===== config.mk =====
export PLATFORM = sky130hd
export DESIGN_NAME = axi_dma_desc_split
export DESIGN_NICKNAME = d
export VERILOG_FILES = /design/src/rtl/axi_dma_desc_split.sv
export SDC_FILE = /design/constraint.sdc
export NUM_CORES = 1
export LEC_CHECK = 0
export ABC_AREA = 1
export CORE_ASPECT_RATIO = 1.75
export CORE_MARGIN = 2
export CORE_UTILIZATION = 53
export CTS_BUF_LIST = sky130_fd_sc_hd__clkbuf_8
export DETAILED_ROUTE_END_ITERATION = 10
export GPL_ROUTABILITY_DRIVEN = 0
export HOLD_SLACK_MARGIN = 0.08
export PLACE_DENSITY = 0.78
export SLEW_MARGIN = 20
export SYNTH_ARGS = -nofsm -noshare
export SYNTH_HDL_FRONTEND = slang
export SYNTH_SLANG_ARGS = --single-unit

===== constraint.sdc =====
create_clock -name clk -period 5.8 [get_ports clk]
set_input_delay 1.16 -clock clk [delete_from_list [all_inputs] [get_ports clk]]
set_output_delay 1.16 -clock clk [all_outputs]
set_load 0.03 [all_outputs]

===== src/rtl/axi_dma_desc_split.sv =====
// Descriptor segmenter: cuts descriptors at MAX_SEG_LEN and BOUNDARY crossings and merges per-segment status.
// Optional feature macro: AXI_DMA_DESC_SPLIT_MERGE_EN (status merge; undefined = per-segment status forwarding).
module axi_dma_desc_split #(
   parameter int AXI_ADDR_WIDTH = 16,
   parameter int LEN_WIDTH      = 20,
   parameter int TAG_WIDTH      = 8,
   parameter int USER_WIDTH     = 1,
   parameter int MAX_SEG_LEN    = 256,
   parameter int BOUNDARY       = 4096
) (
   input  logic                      clk,
   input  logic                      rst,
   input  logic [AXI_ADDR_WIDTH-1:0] s_axis_desc_addr,
   input  logic [LEN_WIDTH-1:0]      s_axis_desc_len,
   input  logic [TAG_WIDTH-1:0]      s_axis_desc_tag,
   input  logic [USER_WIDTH-1:0]     s_axis_desc_user,
   input  logic                      s_axis_desc_valid,
   output logic                      s_axis_desc_ready,
   output logic [AXI_ADDR_WIDTH-1:0] m_axis_desc_addr,
   output logic [LEN_WIDTH-1:0]      m_axis_desc_len,
   output logic [TAG_WIDTH:0]        m_axis_desc_tag,
   output logic [USER_WIDTH-1:0]     m_axis_desc_user,
   output logic                      m_axis_desc_valid,
   input  logic                      m_axis_desc_ready,
   input  logic [LEN_WIDTH-1:0]      s_axis_desc_status_len,
   input  logic [TAG_WIDTH:0]        s_axis_desc_status_tag,
   input  logic [USER_WIDTH-1:0]     s_axis_desc_status_user,
   input  logic                      s_axis_desc_status_valid,
   output logic [LEN_WIDTH-1:0]      m_axis_desc_status_len,
   output logic [TAG_WIDTH-1:0]      m_axis_desc_status_tag,
   output logic [USER_WIDTH-1:0]     m_axis_desc_status_user,
   output logic                      m_axis_desc_status_valid
);
   localparam int SW = LEN_WIDTH + 1;

   typedef enum logic [1:0] {IDLE, CALC, ISSUE} state_t;

   state_t                    state_q;
   logic [AXI_ADDR_WIDTH-1:0] addr_q, m_addr_q;
   logic [LEN_WIDTH-1:0]      rem_q, m_len_q;
   logic [TAG_WIDTH-1:0]      tag_q;
   logic [TAG_WIDTH:0]        m_tag_q;
   logic [USER_WIDTH-1:0]     user_q, m_user_q;
   logic                      m_valid_q;
   logic [SW-1:0]             room_d, seg_d;
   logic                      last_d;

   // Ready is forced low while reset is held so nothing is accepted during reset.
   assign s_axis_desc_ready = (state_q == IDLE) && !rst;
   assign m_axis_desc_addr  = m_addr_q;
   assign m_axis_desc_len   = m_len_q;
   assign m_axis_desc_tag   = m_tag_q;
   assign m_axis_desc_user  = m_user_q;
   assign m_axis_desc_valid = m_valid_q;

   // Segment length is the tightest of: bytes left, max segment, bytes to next boundary.
   always_comb begin
      room_d = SW'(BOUNDARY) - SW'(addr_q & AXI_ADDR_WIDTH'(BOUNDARY - 1));
      seg_d  = {1'b0, rem_q};
      if (SW'(MAX_SEG_LEN) < seg_d) seg_d = SW'(MAX_SEG_LEN);
      if (room_d < seg_d) seg_d = room_d;
      last_d = (seg_d == {1'b0, rem_q});
   end

   always_ff @(posedge clk or posedge rst) begin
      if (rst) begin
         state_q   <= IDLE;
         addr_q    <= '0;
         rem_q     <= '0;
         tag_q     <= '0;
         user_q    <= '0;
         m_addr_q  <= '0;
         m_len_q   <= '0;
         m_tag_q   <= '0;
         m_user_q  <= '0;
         m_valid_q <= 1'b0;
      end else begin
         case (state_q)
            IDLE: if (s_axis_desc_valid) begin
               addr_q  <= s_axis_desc_addr;
               rem_q   <= s_axis_desc_len;
               tag_q   <= s_axis_desc_tag;
               user_q  <= s_axis_desc_user;
               state_q <= CALC;
            end
            CALC: begin
               m_addr_q  <= addr_q;
               m_len_q   <= seg_d[LEN_WIDTH-1:0];
               m_tag_q   <= {last_d, tag_q};
               m_user_q  <= user_q;
               m_valid_q <= 1'b1;
               state_q   <= ISSUE;
            end
            ISSUE: if (m_axis_desc_ready) begin
               addr_q    <= addr_q + AXI_ADDR_WIDTH'(m_len_q);
               rem_q     <= rem_q - m_len_q;
               m_valid_q <= 1'b0;
               state_q   <= m_tag_q[TAG_WIDTH] ? IDLE : CALC;
            end
            default: state_q <= IDLE;
         endcase
      end
   end

   logic [LEN_WIDTH-1:0]  st_len_q;
   logic [TAG_WIDTH-1:0]  st_tag_q;
   logic [USER_WIDTH-1:0] st_user_q;
   logic                  st_valid_q;

   assign m_axis_desc_status_len   = st_len_q;
   assign m_axis_desc_status_tag   = st_tag_q;
   assign m_axis_desc_status_user  = st_user_q;
   assign m_axis_desc_status_valid = st_valid_q;

`ifdef AXI_DMA_DESC_SPLIT_MERGE_EN
   logic [LEN_WIDTH-1:0] acc_q;

   always_ff @(posedge clk or posedge rst) begin
      if (rst) begin
         acc_q      <= '0;
         st_len_q   <= '0;
         st_tag_q   <= '0;
         st_user_q  <= '0;
         st_valid_q <= 1'b0;
      end else begin
         st_valid_q <= 1'b0;
         if (s_axis_desc_status_valid) begin
            if (s_axis_desc_status_tag[TAG_WIDTH]) begin
               st_len_q   <= acc_q + s_axis_desc_status_len;
               st_tag_q   <= s_axis_desc_status_tag[TAG_WIDTH-1:0];
               st_user_q  <= s_axis_desc_status_user;
               st_valid_q <= 1'b1;
               acc_q      <= '0;
            end else begin
               acc_q <= acc_q + s_axis_desc_status_len;
            end
         end
      end
   end
`else
   logic status_last_unused;
   assign status_last_unused = s_axis_desc_status_tag[TAG_WIDTH];

   always_ff @(posedge clk or posedge rst) begin
      if (rst) begin
         st_len_q   <= '0;
         st_tag_q   <= '0;
         st_user_q  <= '0;
         st_valid_q <= 1'b0;
      end else begin
         st_valid_q <= s_axis_desc_status_valid;
         if (s_axis_desc_status_valid) begin
            st_len_q  <= s_axis_desc_status_len;
            st_tag_q  <= s_axis_desc_status_tag[TAG_WIDTH-1:0];
            st_user_q <= s_axis_desc_status_user;
         end
      end
   end
`endif

endmodule


* After elaboration in Yosys (flattened, before gate mapping)
Cells that the tools add are included.
** Cells by class
- Multiplexer cells :: 14
- $lt $le $gt $ge :: 2
- Reduce and logical (&&, ||, !) cells :: 9
- Eq/ne operators :: 5
- Add/subtract/negate cells :: 3
** Operator list (count)
- 2-to-1 mux 20 bit :: 3
- case mux 20 bit (2 select lines) :: 1
- 2-to-1 mux 16 bit :: 2
- case mux 16 bit (2 select lines) :: 1
- == test 21 x 20 -> 1 bit :: 1
- < comparator 21 x 20 -> 1 bit :: 1
- 2-to-1 mux 21 bit :: 1
- < comparator 9 x 20 -> 1 bit (first input constant) :: 1
- subtractor 20 bit :: 1
- adder 16 bit :: 1
- subtractor 13 x 12 -> 14 bit (first input constant) :: 1
- case mux 2 bit (3 select lines) :: 1
- AND reduction 2 bit :: 3
- 2-to-1 mux 2 bit :: 2
- inequality test 2 bit (second input constant) :: 2
- nonzero test 2 bit :: 2
- AND reduction 3 bit :: 1
- == test 2 x 1 -> 1 bit (second input constant) :: 1
- == test 2 bit (second input constant) :: 1
- zero test 2 bit :: 1
- 2-to-1 mux 1 bit :: 2
- case mux 1 bit (2 select lines) :: 1
- logical AND 1 bit :: 1
- zero test 1 bit :: 1
** Word-level totals
- Bits of input ports :: 80
- Output and inout bits :: 78
- Register bits after elaboration :: 124
- Word-level logic and storage cells :: 47

* Longest topological paths before layout
- Depth after elaboration :: 5
- Gate-level depth with buffers :: 20
- Gate-level depth less buffers :: 19

* Worst setup path after synthesis
Ideal clock, no wire load.
- Path kind :: input-to-output
- From :: input rst
- To :: output s_axis_desc_ready
- Stages on the path :: 1
- Path slack :: 2.828 ns
- Data required time :: 4.640 ns
- Arrival :: 1.812 ns
- Buffers on the path :: 0
- Path through :: nor3_1
** Between the ends
- Longest elaborated chain between the ends :: 2
** RTL lines
- start, declared :: RTL line 12 : input logic rst,
- zero test 1 bit (no source line)
- logical AND 1 bit :: RTL line 49 : assign s_axis_desc_ready = (state_q == IDLE) && !rst;
- end, declared :: RTL line 18 : output logic s_axis_desc_ready,
No other way between the ends.

* Worst setup path in the final report
- From :: register addr_q[0]
- To :: register m_tag_q[8], in the netlist m_axis_desc_tag[8]
** Between the ends
- Longest elaborated chain between the ends :: 4
** RTL lines
- start, declared :: RTL line 39 : logic [AXI_ADDR_WIDTH-1:0] addr_q, m_addr_q;
- start signal, assigned :: RTL line 80 : addr_q <= s_axis_desc_addr;
- start signal, assigned :: RTL line 95 : addr_q <= addr_q + AXI_ADDR_WIDTH'(m_len_q);
- subtractor 13 x 12 -> 14 bit (*) :: RTL line 58 : room_d = SW'(BOUNDARY) - SW'(addr_q & AXI_ADDR_WIDTH'(BOUNDARY - 1));
- < comparator 21 x 20 -> 1 bit :: RTL line 61 : if (room_d < seg_d) seg_d = room_d;
- 2-to-1 mux 21 bit (*) :: RTL line 61
- == test 21 x 20 -> 1 bit (*) :: RTL line 62 : last_d = (seg_d == {1'b0, rem_q});
- end signal, assigned :: RTL line 89 : m_tag_q <= {last_d, tag_q};
- end, declared :: RTL line 42 : logic [TAG_WIDTH:0] m_tag_q;
Every way passes the cells marked *; elsewhere a longest branch is shown, timed or not.
A chain may end at the register's enable or synchronous reset.

==> flow_summary.toml <==
[grt]
grt_max_degree = 57
grt_pass1_wl_um = 34800
first_global_vias = 7133
antenna_found_initial = 0
gr-total-overflow = 0
track_usage_pct = 29.3

[sta]
fin_crit_sh_pct = 62.7
max_slew_margin_pct = 36.8
final_hold_viol_count = 0
tightestPinTransition_ps = 945
fin_tns_setup_ps = 0
skew_ps = 20.0
rsz0062_at_grt = "no"
slew_violations = 0
min_period_ps = 3640
fmax_mhz = 275
finalSetupViolations = 0

[clocking]
clock_path_buffers = 2
clock-root-buffer = "clkbuf_8"
post_cts_resized = 0
cts_tree = "built"
htree_num_levels = 4
clock_latency_ps = 470
cts_hold_buf = 0
cts.reportedPaths.clkPinSlew_ps = 80
post_cts_buffers = 0
cts_sinks = 124
cts_buffers = 17

[setup_path]
critPathArrivalTime_ps = 4000
endpoint_kind = "flop"
r2r-start = "addr_q[0]$_DFFE_PP0P_"
critPathLaunch = "addr_q[0]$_DFFE_PP0P_"
worst_setup_path_start_kind = "flop"
worst-path-max-fanout = 19
required_ps = 6160
critPathKind = "flop to flop"

[job]
maxCapViolCount = 0

[layout]
drive_gt1_share_pct = 9.10
syn_to_final_growth_pct = 28.3
fin_util_pct = 69.4
n_antenna_cell = 0
fin_nets = 1204

[detailed_routing]
drt_wl_total_um = 21500
drc = 0
firstDrtPassIters = 8
num_vias = 7068
wl_per_cell_um = 17.0
drt.antenna.violating_nets = 0
drt-initial-drc-count = 411
vias_per_cell = 5.59

[floorplanning]
core_area_um2 = 13900
die-area_um2 = 15200
die_height_um = 162
ios = 158
placementRows = 57
floorplan.initialDensity_pct = 54.1
fp.dieW_um = 94.1

[power_and_ir_drop]
ir_drop_uv = 603
cellPowerDensity_nw_per_um2 = 609
p_leak_nw = 4.44

[logic_synthesis]
yosysWarningCount = 0
yosysSeqAreaShare_pct = 41.2
yosys-top-cells-area = "dfrtp_1 (41%), nand2_1 (8.7%), ha_1 (7.8%)"
synth_area_um2 = 7520
synth_top_cell_area_share_pct = 41.2
syn-instance-count = 920
yosysMostFrequentCell = "nand2_1"
ys_types = 44
synth_common_cells = "nand2_1 (175), dfrtp_1 (124), inv_1 (102), o21ai_0 (85), nor2_1 (83)"
syn_area_per_cell_um2 = 8.18
yosys_register_bits = 124
yosysTopAreaCell = "dfrtp_1"
ys.flop_type = "dfrtp_1"
async_reset_ff_share_pct = 100
synth_edf_count = 0

[placement]
dp.final_hpwl_um = 16400
port_buffers = 156

[run_status]
outcome = "completed"

[min_path]
hold_path.startpoint = "tag_q[3]$_DFFE_PP0P_"
hold_class = "flop to flop"
[cells in the final DEF (no fill, tap or decap), drive strengths merged, types with 4 or more instances in the layout]
| cell type | Yosys | routed |
|---|---|---|
| o22ai | 17 | 17 |
| o211ai | 16 | 16 |
| mux2 | 38 | 38 |
| inv | 102 | 111 |
| o21ai | 96 | 96 |
| a21oi | 54 | 54 |
| ha | 47 | 47 |
| xor2 | 16 | 16 |
| clkinv | 1 | 5 |
| nand2 | 178 | 178 |
| clkdlybuf4s50 | 0 | 156 |
| dfrtp | 124 | 124 |
| nand4 | 23 | 23 |
| a31oi | 10 | 10 |
| nor2 | 85 | 85 |
| xnor2 | 5 | 5 |
| nand3 | 44 | 44 |
| conb | 1 | 4 |
| clkbuf | 27 | 17 |
| or2 | 4 | 4 |
| nor3 | 8 | 8 |
| buf | 4 | 8 |
[cell families (layout without fill, tap and decap cells)]
family,Yosys count,in the layout,share of synthesized area (%)
flops,124,124,41.2
buf+inv,134,299,7.05
other cells,1,4,0.0498
mux,38,38,5.69
simple gates,348,348,19.9
compound gates,205,205,15.3
xor+xnor,21,21,2.44
fa+ha+maj,49,49,8.35
[metrics by stage]
stage | setup WS (ps) | instances | total power [mW] | cell area (um^2) | hold WS (ps)
2_1_floorplan | 1340 | 923 | 3.97 | 7540 | 436
3_3_place_gp | 2170 | 1233 | 4.96 | 9250 | 443
3_5_place_dp | 2170 | 1233 | 5.03 | 9250 | 449
4_1_cts | 2170 | 1265 | 5.87 | 9660 | 477
5_1_grt | 1880 | 1265 | 6.37 | 9660 | 505
6_report | 2160 | 1265 | 5.88 | 9660 | 472
[layout make-up]
cell class	count	area (um^2)
flip-flops and latches	124	3100
repair buffers	164	1620
clock inverters	15	175
fillers	1178	4250
clock buffers	17	234
inverters	103	389
well taps	177	221
multi-input cells	665	3910
[worst max-delay path: stages (launching register included)]
cell and delay [ps]:
dfrtp_1 430, inv_1 140, ha_1 200, nand3_1 200, nor2_1 210, nand4_1 120
nor2_1 260, ha_1 300, a21oi_1 160, o21ai_0 140, a21oi_2 330, buf_4 320
nand2_2 200, nand2_1 130, nand3_1 100, nand2_1 80, nor2_1 40, nand3_1 110
o21ai_2 60
[state kept, by name, summed over array words and instances (netlist names)]
name,count
m_axis_desc_len,20
m_axis_desc_status_len,20
rem_q,20
addr_q,16
m_axis_desc_addr,16
m_axis_desc_tag,9
m_axis_desc_status_tag,8
tag_q,8
state_q,2
m_axis_desc_status_user,1
m_axis_desc_status_valid,1
m_axis_desc_user,1
m_axis_desc_valid,1
user_q,1
[layer usage]
| metal | track usage, % | wire length [um] | vias up |
|---|---|---|---|
| met1 | 30.7 | 7790 | 3307 |
| li1 | - | - | 3427 |
| met4 | 18.6 | 1360 | 0 |
| met5 | 0 | 0 | - |
| met3 | 4.80 | 960 | 86 |
| met2 | 53.0 | 11300 | 248 |
[path summary, 6_finish.rpt]
check / to / slack (ps) / cells past startpoint
worst min register to register: m_axis_desc_tag[3]$_DFFE_PP0P_ / 470 / 2
worst max-delay path: m_axis_desc_tag[8]$_DFFE_PP0P_ / 2160 / 18
worst max register to register: m_axis_desc_tag[8]$_DFFE_PP0P_ / 2160 / 18
worst min-delay path: m_axis_desc_tag[3]$_DFFE_PP0P_ / 470 / 2
min in group asynchronous: addr_q[7]$_DFFE_PP0P_ / 1090 / 2
max in group asynchronous: m_axis_desc_status_len[14]$_DFFE_PP0P_ / 3630 / 3
[power breakdown]
group	total (mW)	switching, mW	internal, mW
combinational	3.58	2.24	1.34
sequential	1.49	0.303	1.18
clock	0.811	0.413	0.398
total	5.88	2.95	2.92
(Power assumes the default switching activity.)
